$ cat src/rtl/mem_io_if.sv
// Bundle of MEM-stage inputs, UART handshakes, event counter enables and WB-stage
// results exchanged between the pipeline and mem_io_unit.
`timescale 1ns/1ps
interface mem_io_if #(
  parameter int unsigned NUM_CNT = 2
);
  logic               valid_mem;
  logic [31:0]        inst_mem;
  logic [31:0]        alu_mem;
  logic [31:0]        store_data;
  logic [NUM_CNT-1:0] cnt_evt;
  logic [7:0]         uart_rx_data;
  logic               uart_rx_valid;
  logic               uart_rx_ready;
  logic               uart_tx_ready;
  logic               uart_tx_valid;
  logic [7:0]         uart_tx_data;
  logic               stall;
  logic [3:0]         wb_ld_mask;
  logic               wb_ld_sign;
  logic [1:0]         wb_sel;
  logic               wb_reg_wen;
  logic [1:0]         wb_io_sel;
  logic [31:0]        wb_io_rdata;
  logic               wb_misaligned;

  // The unit itself.
  modport slave (
    input  valid_mem, inst_mem, alu_mem, store_data, cnt_evt,
    input  uart_rx_data, uart_rx_valid, uart_tx_ready,
    output uart_rx_ready, uart_tx_valid, uart_tx_data, stall,
    output wb_ld_mask, wb_ld_sign, wb_sel, wb_reg_wen, wb_io_sel, wb_io_rdata, wb_misaligned
  );

  // The pipeline / UART / event sources driving the unit.
  modport master (
    output valid_mem, inst_mem, alu_mem, store_data, cnt_evt,
    output uart_rx_data, uart_rx_valid, uart_tx_ready,
    input  uart_rx_ready, uart_tx_valid, uart_tx_data, stall,
    input  wb_ld_mask, wb_ld_sign, wb_sel, wb_reg_wen, wb_io_sel, wb_io_rdata, wb_misaligned
  );
endinterface

$ cat src/rtl/mem_io_unit.sv
// MEM-stage load/store decode, misalignment detection, and a small memory-mapped
// IO window (UART status/RX/TX, event counters, counter clear). Produces the
// registered WB-stage control and IO read data one cycle after acceptance.
`timescale 1ns/1ps
module mem_io_unit #(
  parameter int unsigned CNT_W     = 32,
  parameter int unsigned NUM_CNT   = 2,
  parameter logic [31:0] MMIO_BASE = 32'h8000_0000
) (
  input logic     clk,
  input logic     rst_n,
  mem_io_if.slave bus
);

  localparam logic [6:0] OP_LOAD   = 7'b0000011;
  localparam logic [6:0] OP_STORE  = 7'b0100011;
  localparam logic [6:0] OP_BRANCH = 7'b1100011;
  localparam logic [6:0] OP_JAL    = 7'b1101111;
  localparam logic [6:0] OP_JALR   = 7'b1100111;

  // Offsets inside the 64-byte IO window (MMIO_BASE is assumed 64-byte aligned).
  localparam logic [5:0] OFF_STATUS = 6'h00;
  localparam logic [5:0] OFF_RX     = 6'h04;
  localparam logic [5:0] OFF_TX     = 6'h08;
  localparam logic [5:0] OFF_CNT0   = 6'h10;
  localparam logic [5:0] OFF_CLR    = 6'h20;

  typedef enum logic [1:0] {
    WB_PC4  = 2'd0,
    WB_DATA = 2'd1,
    WB_ALU  = 2'd2
  } wb_sel_e;

  typedef enum logic [1:0] {
    IO_MEM    = 2'd0,
    IO_STATUS = 2'd1,
    IO_RX     = 2'd2,
    IO_CNT    = 2'd3
  } io_sel_e;

  typedef enum logic {
    TX_IDLE = 1'b0,
    TX_BUSY = 1'b1
  } tx_state_e;

  typedef struct packed {
    logic [3:0] ld_mask;
    logic       ld_sign;
    wb_sel_e    sel;
    logic       reg_wen;
    io_sel_e    io_sel;
    logic [31:0] io_rdata;
    logic       misaligned;
  } wb_t;

  tx_state_e        r_state;
  tx_state_e        w_state_nxt;
  logic [7:0]       r_tx_data;
  logic [CNT_W-1:0] r_cnt [NUM_CNT];
  wb_t              r_wb;
  wb_t              w_wb_nxt;

  logic [6:0] w_opcode;
  logic [2:0] w_funct3;
  logic       w_is_load, w_is_store, w_is_branch, w_is_jump;
  logic       w_misaligned;
  logic       w_io_hit;
  logic [5:0] w_io_off;
  logic       w_io_store;
  logic       w_tx_store;
  logic       w_io_load;
  logic       w_stall;
  logic       w_accept;
  logic       w_tx_fire;
  logic       w_clr;
  logic       w_rx_pop;

  // Instruction decode and IO address match.
  assign w_opcode    = bus.inst_mem[6:0];
  assign w_funct3    = bus.inst_mem[14:12];
  assign w_is_load   = (w_opcode == OP_LOAD);
  assign w_is_store  = (w_opcode == OP_STORE);
  assign w_is_branch = (w_opcode == OP_BRANCH);
  assign w_is_jump   = (w_opcode == OP_JAL) || (w_opcode == OP_JALR);

  // funct3[1:0]: 00 byte, 01 halfword, 10 word (same for loads and stores).
  assign w_misaligned = (w_is_load || w_is_store) &&
                        (((w_funct3[1:0] == 2'b01) && bus.alu_mem[0]) ||
                         ((w_funct3[1:0] == 2'b10) && (bus.alu_mem[1:0] != 2'b00)));

  assign w_io_hit   = (bus.alu_mem[31:6] == MMIO_BASE[31:6]);
  assign w_io_off   = bus.alu_mem[5:0];
  assign w_io_store = w_is_store && w_io_hit && !w_misaligned;
  assign w_tx_store = w_io_store && (w_io_off == OFF_TX);
  assign w_io_load  = w_is_load && (w_funct3 == 3'b010) && w_io_hit && !w_misaligned;

  // A TX store must wait for the transmitter to drain the previous byte.
  assign w_stall   = bus.valid_mem && w_tx_store && (r_state == TX_BUSY);
  assign w_accept  = bus.valid_mem && !w_stall;
  assign w_tx_fire = w_accept && w_tx_store;
  assign w_clr     = w_accept && w_io_store && (w_io_off == OFF_CLR);
  assign w_rx_pop  = w_accept && w_io_load && (w_io_off == OFF_RX) && bus.uart_rx_valid;

  // TX FSM next state.
  always_comb begin
    // NOTE: every variable written here gets a default first, so no path leaves it unassigned and infers a latch.
    w_state_nxt = r_state;
    unique case (r_state)
      TX_IDLE: if (w_tx_fire)          w_state_nxt = TX_BUSY;
      TX_BUSY: if (bus.uart_tx_ready)  w_state_nxt = TX_IDLE;
      default:                         w_state_nxt = TX_IDLE;
    endcase
  end

  // TX FSM state register; reset drops uart_tx_valid without waiting for a clock.
  always_ff @(posedge clk or negedge rst_n) begin
    // NOTE: sequential state uses non-blocking assignment so every register samples pre-edge values.
    if (!rst_n) r_state <= TX_IDLE;
    else        r_state <= w_state_nxt;
  end

  // TX byte holding register, loaded only when a TX store is accepted in IDLE.
  always_ff @(posedge clk or negedge rst_n) begin
    if (!rst_n)         r_tx_data <= '0;
    else if (w_tx_fire) r_tx_data <= bus.store_data[7:0];
  end

  // Event counters: clear store has priority over a same-cycle increment.
  always_ff @(posedge clk or negedge rst_n) begin
    if (!rst_n) begin
      // NOTE: the counter array is reset element by element; being an array does not exempt it from reset.
      for (int k = 0; k < NUM_CNT; k++) r_cnt[k] <= '0;
    end else begin
      for (int k = 0; k < NUM_CNT; k++) begin
        if (w_clr)                r_cnt[k] <= '0;
        else if (bus.cnt_evt[k])  r_cnt[k] <= r_cnt[k] + CNT_W'(1);
      end
    end
  end

  // WB-stage values for the instruction accepted this cycle; bubbles stay all-zero.
  always_comb begin
    w_wb_nxt = '0;
    if (w_accept) begin
      w_wb_nxt.misaligned = w_misaligned;
      if (w_is_jump)      w_wb_nxt.sel = WB_PC4;
      else if (w_is_load) w_wb_nxt.sel = WB_DATA;
      else                w_wb_nxt.sel = WB_ALU;
      w_wb_nxt.reg_wen = !(w_is_store || w_is_branch || w_misaligned);

      if (w_is_load && !w_misaligned) begin
        unique case (w_funct3[1:0])
          2'b00:   w_wb_nxt.ld_mask = 4'b0001 << bus.alu_mem[1:0];
          2'b01:   w_wb_nxt.ld_mask = 4'b0011 << bus.alu_mem[1:0];
          default: w_wb_nxt.ld_mask = 4'b1111;
        endcase
        w_wb_nxt.ld_sign = !w_funct3[2];
      end

      // IO reads are word-only; unmapped offsets leave io_sel=memory and data=0.
      if (w_io_load) begin
        if (w_io_off == OFF_STATUS) begin
          w_wb_nxt.io_sel   = IO_STATUS;
          w_wb_nxt.io_rdata = {30'd0, bus.uart_rx_valid, (r_state == TX_IDLE)};
        end else if (w_io_off == OFF_RX) begin
          w_wb_nxt.io_sel   = IO_RX;
          w_wb_nxt.io_rdata = bus.uart_rx_valid ? {24'd0, bus.uart_rx_data} : 32'd0;
        end else begin
          for (int k = 0; k < NUM_CNT; k++) begin
            if (w_io_off == OFF_CNT0 + 6'(4 * k)) begin
              w_wb_nxt.io_sel   = IO_CNT;
              w_wb_nxt.io_rdata = 32'(r_cnt[k]);
            end
          end
        end
      end
    end
  end

  // MEM -> WB pipeline register.
  always_ff @(posedge clk or negedge rst_n) begin
    if (!rst_n) r_wb <= '0;
    else        r_wb <= w_wb_nxt;
  end

  assign bus.stall         = w_stall;
  assign bus.uart_rx_ready = w_rx_pop;
  assign bus.uart_tx_valid = (r_state == TX_BUSY);
  assign bus.uart_tx_data  = r_tx_data;
  assign bus.wb_ld_mask    = r_wb.ld_mask;
  assign bus.wb_ld_sign    = r_wb.ld_sign;
  assign bus.wb_sel        = r_wb.sel;
  assign bus.wb_reg_wen    = r_wb.reg_wen;
  assign bus.wb_io_sel     = r_wb.io_sel;
  assign bus.wb_io_rdata   = r_wb.io_rdata;
  assign bus.wb_misaligned = r_wb.misaligned;

endmodule

$ cat src/flat_wrapper.sv
// flat-port wrapper written by rule: the top's interface ports become plain ports
module mem_io_unit_flat 
#(
  parameter int unsigned CNT_W     = 32,
  parameter int unsigned NUM_CNT   = 2,
  parameter logic [31:0] MMIO_BASE = 32'h8000_0000
)
  (clk, rst_n, bus_valid_mem, bus_inst_mem, bus_alu_mem, bus_store_data, bus_cnt_evt, bus_uart_rx_data, bus_uart_rx_valid, bus_uart_tx_ready, bus_uart_rx_ready, bus_uart_tx_valid, bus_uart_tx_data, bus_stall, bus_wb_ld_mask, bus_wb_ld_sign, bus_wb_sel, bus_wb_reg_wen, bus_wb_io_sel, bus_wb_io_rdata, bus_wb_misaligned);
  mem_io_if #(.NUM_CNT(NUM_CNT)) bus_i ();
  input logic clk;
  input logic rst_n;
  input wire logic [$bits(bus_i.valid_mem)-1:0] bus_valid_mem;
  input wire logic [$bits(bus_i.inst_mem)-1:0] bus_inst_mem;
  input wire logic [$bits(bus_i.alu_mem)-1:0] bus_alu_mem;
  input wire logic [$bits(bus_i.store_data)-1:0] bus_store_data;
  input wire logic [$bits(bus_i.cnt_evt)-1:0] bus_cnt_evt;
  input wire logic [$bits(bus_i.uart_rx_data)-1:0] bus_uart_rx_data;
  input wire logic [$bits(bus_i.uart_rx_valid)-1:0] bus_uart_rx_valid;
  input wire logic [$bits(bus_i.uart_tx_ready)-1:0] bus_uart_tx_ready;
  output wire logic [$bits(bus_i.uart_rx_ready)-1:0] bus_uart_rx_ready;
  output wire logic [$bits(bus_i.uart_tx_valid)-1:0] bus_uart_tx_valid;
  output wire logic [$bits(bus_i.uart_tx_data)-1:0] bus_uart_tx_data;
  output wire logic [$bits(bus_i.stall)-1:0] bus_stall;
  output wire logic [$bits(bus_i.wb_ld_mask)-1:0] bus_wb_ld_mask;
  output wire logic [$bits(bus_i.wb_ld_sign)-1:0] bus_wb_ld_sign;
  output wire logic [$bits(bus_i.wb_sel)-1:0] bus_wb_sel;
  output wire logic [$bits(bus_i.wb_reg_wen)-1:0] bus_wb_reg_wen;
  output wire logic [$bits(bus_i.wb_io_sel)-1:0] bus_wb_io_sel;
  output wire logic [$bits(bus_i.wb_io_rdata)-1:0] bus_wb_io_rdata;
  output wire logic [$bits(bus_i.wb_misaligned)-1:0] bus_wb_misaligned;
  assign bus_i.valid_mem = bus_valid_mem;
  assign bus_i.inst_mem = bus_inst_mem;
  assign bus_i.alu_mem = bus_alu_mem;
  assign bus_i.store_data = bus_store_data;
  assign bus_i.cnt_evt = bus_cnt_evt;
  assign bus_i.uart_rx_data = bus_uart_rx_data;
  assign bus_i.uart_rx_valid = bus_uart_rx_valid;
  assign bus_i.uart_tx_ready = bus_uart_tx_ready;
  assign bus_uart_rx_ready = bus_i.uart_rx_ready;
  assign bus_uart_tx_valid = bus_i.uart_tx_valid;
  assign bus_uart_tx_data = bus_i.uart_tx_data;
  assign bus_stall = bus_i.stall;
  assign bus_wb_ld_mask = bus_i.wb_ld_mask;
  assign bus_wb_ld_sign = bus_i.wb_ld_sign;
  assign bus_wb_sel = bus_i.wb_sel;
  assign bus_wb_reg_wen = bus_i.wb_reg_wen;
  assign bus_wb_io_sel = bus_i.wb_io_sel;
  assign bus_wb_io_rdata = bus_i.wb_io_rdata;
  assign bus_wb_misaligned = bus_i.wb_misaligned;
  mem_io_unit #(.CNT_W(CNT_W), .NUM_CNT(NUM_CNT), .MMIO_BASE(MMIO_BASE)) u_core (.clk(clk), .rst_n(rst_n), .bus(bus_i));
endmodule
$ cat config.mk
export PLATFORM = sky130hd
export DESIGN_NAME = mem_io_unit_flat
export DESIGN_NICKNAME = d
export VERILOG_FILES = /design/src/rtl/mem_io_if.sv /design/src/rtl/mem_io_unit.sv /design/src/flat_wrapper.sv
export SDC_FILE = /design/constraint.sdc
export NUM_CORES = 1
export LEC_CHECK = 0
export CORE_UTILIZATION = 41
export CTS_BUF_LIST = sky130_fd_sc_hd__clkbuf_16
export DETAILED_ROUTE_END_ITERATION = 8
export GPL_ROUTABILITY_DRIVEN = 0
export GPL_TIMING_DRIVEN = 0
export PLACE_DENSITY = 0.75
export SKIP_CTS_REPAIR_TIMING = 1
export SLEW_MARGIN = 10
export SYNTH_ARGS = -nofsm -noshare
export SYNTH_HDL_FRONTEND = slang
export SYNTH_SLANG_ARGS = --single-unit
$ cat constraint.sdc
create_clock -name clk -period 3.45 [get_ports clk]
set_input_delay 0.69 -clock clk [delete_from_list [all_inputs] [get_ports clk]]
set_output_delay 0.69 -clock clk [all_outputs]
set_load 0.05 [all_outputs]
==> results.yml, run 1 <==
min_path:
  hold_class: "in2async"
layout:
  final_cells: 908
  drive_above_1_share_pct: 10.4
  area_growth_pct: 35.4
  nNetsFinal: 828
  diodes: 0
worst_setup_path:
  worst_path_largest_cell_delay_ps: 550
  endpoint_kind: "primary output"
  crit_chain: "clkdlybuf4s50_1 -> nand4b_4 -> or4_1 -> buf_4 -> buf_6 -> nor4_4 -> buf_6"
  cp_common_cell: "buf_6"
  cp.arrival_ps: 2690
  path_class: "in2out"
  critPathRequiredTime_ps: 2760
  crit_fanout: 10
  slowest_stage: "clkdlybuf4s50_1"
  critPathLaunchType: "input pin"
timing:
  finalSetupViolations: 0
  period_share_pct: 98.0
  finalWorstSetupSlack_ps: 69.2
  max-slew-margin-rel_pct: 40.5
  drv_slew: 0
  worst_clock_skew_ps: 7.69
  worst_pin_slew_ps: 882
  hold_viol_final: 0
  hold_slack_ps: 230
  fin_crit_ps: 3380
  fmax_mhz: 296
cts:
  cts_max_path_buffers: 2
  clock_latency_ps: 400
  root_buffer: "clkbuf_16"
  cts.reportedPaths.clkPinSlew_ps: 50
  cts_sinks: 116
  cts_tree: "done"
  numCtsBuffers: 17
  h-tree-depth: 4
floorplanning:
  std_cell_rows: 43
  io_pins: 165
  die_area_mm2: 0.0147
  core-area_mm2: 0.0139
  dieWidth_um: 121
  die_y_um: 121
  initial_core_util_pct: 41.9
logic_synthesis:
  syn_area_mm2: 0.00581
  async_reset_ff_share_pct: 100
  avgSynthCellArea_um2: 10.1
  ys_warn_count: 0
  ys_types: 51
  synth-seq-area-share_pct: 49.9
  synth_edf_count: 0
  ys_ff_latch: 116
  ys.flop_type: "dfrtp_1"
  synth_cells: 576
  syn_nets: 689
drt:
  route.detailed.drc: 0
  avgViaCountPerCell: 5.85
  routed_wl_um: 16100
  drt_iter0_markers: 502
  ant_nets: 0
  drt-pass1-iter-count: 6
  vias: 5311
  wire_per_inst_um: 17.8
pwr:
  power_leakage_nw: 3.28
  total_power_w: 0.00366
  power_density_mw_per_mm2: 465
  ir_drop_uv: 314
placed_design:
  dp.cells: 869
  place_ws_ps: -958
  dp_hpwl_um: 11300
  io_buffers: 112
grt:
  antenna_found_initial: 0
  grt_pass1_wl_um: 25400
  grt_pass1_vias: 5040
  grt_use_total_pct: 22.3
  globalRoute.totalOverflow: 0
  grt_max_degree: 66
outcome:
  status: "finished clean"
run:
  drv_cap: 0
## where the power goes
part	total, W	switching [W]	internal, W	leakage (nW)
logic	0.000397	0.000210	0.000187	1.42
clock network	0.00171	0.000599	0.00111	0.285
registers	0.00155	0.000110	0.00144	1.58
total	0.00366	0.000919	0.00274	3.28
## cell usage after synthesis (2+ instances only)
library cell / count / area (um2)
or3_1: 17 / 106
a21o_1: 7 / 52.6
dfrtp_1: 116 / 2900
and2_1: 3 / 18.8
xnor2_1: 19 / 166
xor2_1: 9 / 78.8
nand4_1: 19 / 119
clkbuf_1: 28 / 105
a21oi_1: 37 / 185
nor3_1: 35 / 175
o22ai_1: 2 / 12.5
mux2_2: 8 / 90.1
and3_1: 4 / 25.0
nor4_4: 3 / 63.8
or4_1: 30 / 225
nand3b_1: 2 / 15.0
mux2i_1: 27 / 270
ha_1: 2 / 25.0
inv_1: 14 / 52.6
o21ai_0: 21 / 105
o31ai_1: 23 / 173
a31oi_1: 6 / 37.5
buf_2: 8 / 40.0
and4_1: 4 / 35.0
nor4_2: 3 / 37.5
nand2_1: 30 / 113
nand3_1: 16 / 80.1
nor4_1: 18 / 113
a2bb2oi_1: 2 / 17.5
or2_2: 3 / 18.8
nor2_1: 40 / 150
## worst paths after layout
kind	cells past startpoint	to	from	slack (ps)
worst min-delay path	1	u_core.bus.wb_io_rdata[24]$_DFF_PN0_	rst_n	230
worst min register to register	1	u_core.bus.uart_tx_data[7]$_DFFE_PN0P_	u_core.bus.uart_tx_data[7]$_DFFE_PN0P_	510
worst max-delay path	7	bus_uart_rx_ready	bus_inst_mem[0]	70
min in group clk	1	u_core.bus.uart_tx_data[7]$_DFFE_PN0P_	u_core.bus.uart_tx_data[7]$_DFFE_PN0P_	510
max in group asynchronous	2	u_core.bus.wb_io_rdata[12]$_DFF_PN0_	rst_n	2520
worst max register to register	7	u_core.r_cnt[20]$_DFFE_PN0P_	u_core.r_cnt[0]$_DFFE_PN0P_	1070
## cell usage in the layout (no fill, tap or decap), types with 5 or more instances in the layout
master / instances
a21o_1: 7
a21oi_1: 37
a31oi_1: 6
buf_2: 7
buf_4: 9
clkbuf_1: 27
clkbuf_16: 17
clkdlybuf4s50_1: 101
dfrtp_1: 116
dlymetal6s2s_1: 8
inv_1: 15
mux2_2: 8
mux2i_1: 27
nand2_1: 30
nand3_1: 16
nand4_1: 19
nor2_1: 40
nor3_1: 34
nor4_1: 17
nor4_4: 5
o21ai_0: 21
o31ai_1: 23
or3_1: 17
or4_1: 30
xnor2_1: 18
xor2_1: 9
## critical path: cells and delay by family
kind                   cells  cell delay, ps
buffers and inverters      4            1090
and+or+nand+nor            3             910
## layout make-up
type	instances	area [um2]
tap	180	225
sequential	116	2900
inverter	14	52.6
multi-input combinational	408	2730
clock buffer	17	425
timing repair buffer	121	1230
fill	1126	6010
clock inverter	15	148
buffer	37	159
## routing by layer
layer  GRT usage (%)  share of wire, %
met1            28.7                42
met2            35.8                49
met3            4.70               6.8
met4            10.0               2.6
met5               0                 0
## kinds of logic (layout without fill, tap and decap cells)
logic type	Yosys count	count (layout)	share of synthesized area [%]
and+or+nand+nor	238	238	24.4
DFF	116	116	49.9
AOI/OAI and AO/OA	105	105	11.2
buffers and inverters	52	204	3.66
muxes	35	35	6.20
xor gates and xnor gates	28	28	4.22
adders and majority gates	2	2	0.431
## sequential cells by signal (all words and copies together), names as in the netlist
name,count
u_core.bus.wb_io_sel,2
u_core.bus.wb_ld_sign,1
u_core.bus.wb_ld_mask,4
u_core.bus.uart_tx_valid,1
u_core.bus.wb_misaligned,1
u_core.bus.wb_sel,2
u_core.bus.wb_reg_wen,1
u_core.bus.wb_io_rdata,32
u_core.bus.uart_tx_data,8
u_core.r_cnt,64
## through the flow
stage               TNS [ps]  cell area (um2)  utilization (%)
floorplan                  0             5830                -
global placement     -306670             7170             51.7
detailed placement     -1790             7200             51.9
CTS                    -1870             7770             56.0
global route           -2.84             7870             56.7
finish                     0             7870             56.7
Power figures use the tool's default switching activity.
==> inputs of run 2 (changes only) <==
- CAP_MARGIN: not set -> 20
- CELL_PAD_IN_SITES_DETAIL_PLACEMENT: not set -> 0
- CELL_PAD_IN_SITES_GLOBAL_PLACEMENT: not set -> 1
- CORE_UTILIZATION: 41 -> 36
- PLACE_DENSITY: 0.75 -> 0.85
==> results.yml, run 2 (synthesis results as in run 1) <==
outcome:
  status: "finished clean"
pwr:
  pwr-share-seq_pct: 41.2
  swShare_pct: 25.0
  p_comb_share_pct: 10.5
  power_leakage_nw: 3.28
  power_density_mw_per_mm2: 473
  clkPwrFrac_pct: 48.3
  ir_drop_uv: 333
  p_int_w: 0.00283
  p_sw_w: 0.000944
  total_power_w: 0.00377
layout:
  diodes: 0
  postLayoutCellArea_mm2: 0.00796
  top_register: "u_core.r_cnt"
  post-route-util_pct: 50.3
  area_growth_pct: 37.0
  drive_above_1_share_pct: 11.3
  layout_common_cells: "116 x dfrtp_1, 101 x clkdlybuf4s50_1, 40 x nor2_1"
  nNetsFinal: 826
  largest_register_ffs: 64
  fillerInstances: 1389
  layout_commonest_cell: "dfrtp_1"
cts:
  h-tree-depth: 4
  cts_sinks: 116
  clock_latency_ps: 420
  cts_tree: "done"
  root_buffer: "clkbuf_16"
  numCtsBuffers: 17
  cts_max_path_buffers: 2
  cts.reportedPaths.clkPinSlew_ps: 50
drt:
  route.detailed.drc: 0
  wire_per_inst_um: 17.4
  drt-pass1-iter-count: 5
  vias: 5157
  avgViaCountPerCell: 5.47
  routed_wl_um: 16400
  ant_nets: 0
  drt_iter0_markers: 535
worst_setup_path:
  r2r_cells: 7
  reg2reg_setup_slack_ps: 1050
  crit_fanout: 10
  rr_endpoint: "u_core.r_cnt[20]$_DFFE_PN0P_"
  endpoint_kind: "primary output"
  r2r_start: "u_core.r_cnt[0]$_DFFE_PN0P_"
  cp.arrival_ps: 2620
  critPathLaunchType: "input pin"
  critPathRequiredTime_ps: 2760
  path_class: "in2out"
timing:
  fin_crit_ps: 3310
  max-slew-margin-rel_pct: 41.1
  finalSetupViolations: 0
  rsz0062_at_grt: "false"
  period_share_pct: 95.8
  worst_pin_slew_ps: 874
  worst_clock_skew_ps: 6.04
  drv_slew: 0
  fmax_mhz: 302
  hold_viol_final: 0
  setup_tns_ps: 0
grt:
  busiest_layer: "met2"
  grt_max_degree: 73
  met2_usage_pct: 34.2
  grt_pass1_vias: 5048
  grt_use_total_pct: 20.5
  globalRoute.totalOverflow: 0
  met1_usage_pct: 26.5
  grt_use_met3_pct: 4.09
  grt_pass1_wl_um: 26400
  antenna_found_initial: 0
floorplanning:
  die_area_mm2: 0.0167
  die_y_um: 129
  std_cell_rows: 46
  io_pins: 165
  initial_core_util_pct: 36.7
  core-area_mm2: 0.0158
  dieWidth_um: 129
placed_design:
  placed_area_mm2: 0.00725
  io_buffers: 112
  dp_hpwl_um: 11800
run:
  drv_cap: 0
min_path:
  hold_class: "in2async"
## run 2: cell types whose count changed in the layout (fill, tap and decap cells not counted)
| cell | change |
|---|---|
| buf_4 | -3 |
| buf_6 | +1 |
| bufinv_16 | +1 |
| clkinv_1 | -3 |
| clkinvlp_4 | +4 |
| inv_1 | -2 |
| nor4_1 | -2 |
| nor4_2 | +2 |
| or4_1 | -1 |
| or4_4 | +1 |
## run 2: worst max-delay path, stage by stage
cell             delay, ps
clkdlybuf4s50_1        540
nand4b_4               140
or4_4                  540
buf_6                  160
buf_6                  150
nor4_4                 180
buf_6                  200
## run 2: area by class of cell
type,instances,area (um2),share of cell area (%)
tap,216,270,3.39
buffer,37,163,2.04
timing repair buffer,119,1210,15.2
inverter,14,52.6,0.660
clock buffer,17,425,5.34
sequential,116,2900,36.5
multi-input combinational,408,2750,34.5
clock inverter,15,189,2.37
## run 2: routing by layer
metal | wire (um) | vias up
met1 | 7240 | 2533
met5 | 0 | -
met3 | 841 | 20
met2 | 8070 | 182
li1 | - | 2422
met4 | 219 | 0
## run 2: worst max-delay path by stage
stage / from / endpoint
2_1_floorplan: bus_alu_mem[1] / bus_uart_rx_ready
3_5_place_dp: bus_alu_mem[0] / bus_uart_rx_ready
3_3_place_gp: rst_n / u_core.r_cnt[3]$_DFFE_PN0P_
4_1_cts: bus_alu_mem[0] / bus_uart_rx_ready
6_report: bus_inst_mem[1] / bus_uart_rx_ready
5_1_grt: bus_alu_mem[21] / bus_uart_rx_ready
## run 2: stage by stage
stage / instances / hold WS (ps) / setup slack [ps]
after global placement: 904 / 493 / -2640
after global routing: 942 / 226 / 31.5
after CTS: 937 / 208 / -1110
after detailed placement: 905 / 495 / -1030
after floorplan: 576 / 394 / 162
final: 942 / 191 / 144
## run 2: power by group through the flow
stage,Clock [W],Combinational (W),Sequential (W)
detailed placement,0,0.000391,0.00157
global placement,0,0.000369,0.00157
finish,0.00182,0.000394,0.00155
CTS,0.00184,0.000394,0.00155
floorplan,0,0.000220,0.00155
global route,0.00191,0.000445,0.00157
==> RTL change (flow settings as in run 1) <==
`CNT_W` is set to 32 in 2 places; all go to 28.
--- a/src/rtl/mem_io_unit.sv
+++ b/src/rtl/mem_io_unit.sv
@@ -3,7 +3,7 @@
 // registered WB-stage control and IO read data one cycle after acceptance.
 `timescale 1ns/1ps
 module mem_io_unit #(
-  parameter int unsigned CNT_W     = 32,
+  parameter int unsigned CNT_W     = 28,
   parameter int unsigned NUM_CNT   = 2,
   parameter logic [31:0] MMIO_BASE = 32'h8000_0000
 ) (
--- a/src/flat_wrapper.sv
+++ b/src/flat_wrapper.sv
@@ -1,7 +1,7 @@
 // flat-port wrapper written by rule: the top's interface ports become plain ports
 module mem_io_unit_flat 
 #(
-  parameter int unsigned CNT_W     = 32,
+  parameter int unsigned CNT_W     = 28,
   parameter int unsigned NUM_CNT   = 2,
   parameter logic [31:0] MMIO_BASE = 32'h8000_0000
 )
Behaviour: no difference found for any inputs over 10 cycles, from zero or initial values and one cycle with rst_n low; that may be too few to reach the edited logic, so the function may still have changed.
==> RTL change against run 1 <==
- the run now ends with design-rule violations, negative setup slack left
- wire length fell by 25%
- sequential cell count fell by 12
- global-route usage fell by 2.5 points
- via count fell by 24%
- area after synthesis fell by 14%
- worst setup slack got worse by 0.23 ns
- design area fell by 14%
- critical endpoint unchanged
- power fell by 20%
==> RTL change: results (changes against run 1) <==
status complete, but fails checks; failing checks design-rule violations, negative setup slack; clock skew 0.00739 ns (-0.000298 ns); CTS H-tree depth 3 (-1); mux contribution to synthesized area 0.0644 (+0.00243); Inverters, non-clock 15 (+1); Worst-Margin Slew 1.01 ns (+0.132 ns); buffering overhead 0.204 (+0.0284); CLK BUF 9 (-8); flop-to-flop setup slack 0.90 ns (-0.17 ns); Setup WS post-layout -0.159 ns (-0.228 ns); IO Port Bufs 111 (-0.89%); WP data arrival 2.92 ns (+0.23 ns); Synth top cells by count dfrtp_1 (104), nor2_1 (102), xnor2_1 (29); Core ar. 11,600 sq um (-16%); crit path time final 3.61 ns (+0.228 ns); met2 wire len 6180 um (-22%); Sink Count 104 (-10%); Metal-1 WL 4930 um (-27%); Final HPWL DP 8780 um (-23%); Buffers excl. clock 147 (-7.0%); Residual DRC 2 (+2); clk_lat worst skew 0.36 ns (-0.04 ns); initial DRC count 203 (-60%); CP Launch Point bus_inst_mem[6]; met2 Resource Use GR 0.338 (-0.0203); share of cells above drive strength 1 0.0968 (-0.00757); Setup-failing EPs final 1 (+1); count of filler cells inserted in the layout 986 (-12%); Synth Area in XOR/XNOR 0.0969 (+0.0547)
[RTL change: worst max-delay path: stages]
cell and delay [ns]:
buf_6 0.10, nand2b_4 0.13, or4_4 0.49, buf_6 0.14
or3b_4 0.38, buf_6 0.14, or4_4 0.46, nor3_4 0.21
buf_6 0.18
[RTL change: through the flow]
step	instances	hold WS (ns)	worst slack, ns
floorplan	495	0.394	-0.193
global placement	749	0.486	-2.17
detailed placement	750	0.498	-1.28
CTS	766	0.162	-1.29
global route	773	0.165	-0.194
finish	773	0.164	-0.159
[RTL change: power by group through the flow]
| stage | combinational [mW] | sequential, mW | clock, mW |
|---|---|---|---|
| 4_1_cts | 0.452 | 1.43 | 1.06 |
| 3_3_place_gp | 0.421 | 1.44 | 0 |
| 3_5_place_dp | 0.450 | 1.45 | 0 |
| 6_report | 0.451 | 1.43 | 1.04 |
| 2_1_floorplan | 0.276 | 1.42 | 0 |
| 5_1_grt | 0.504 | 1.44 | 1.12 |
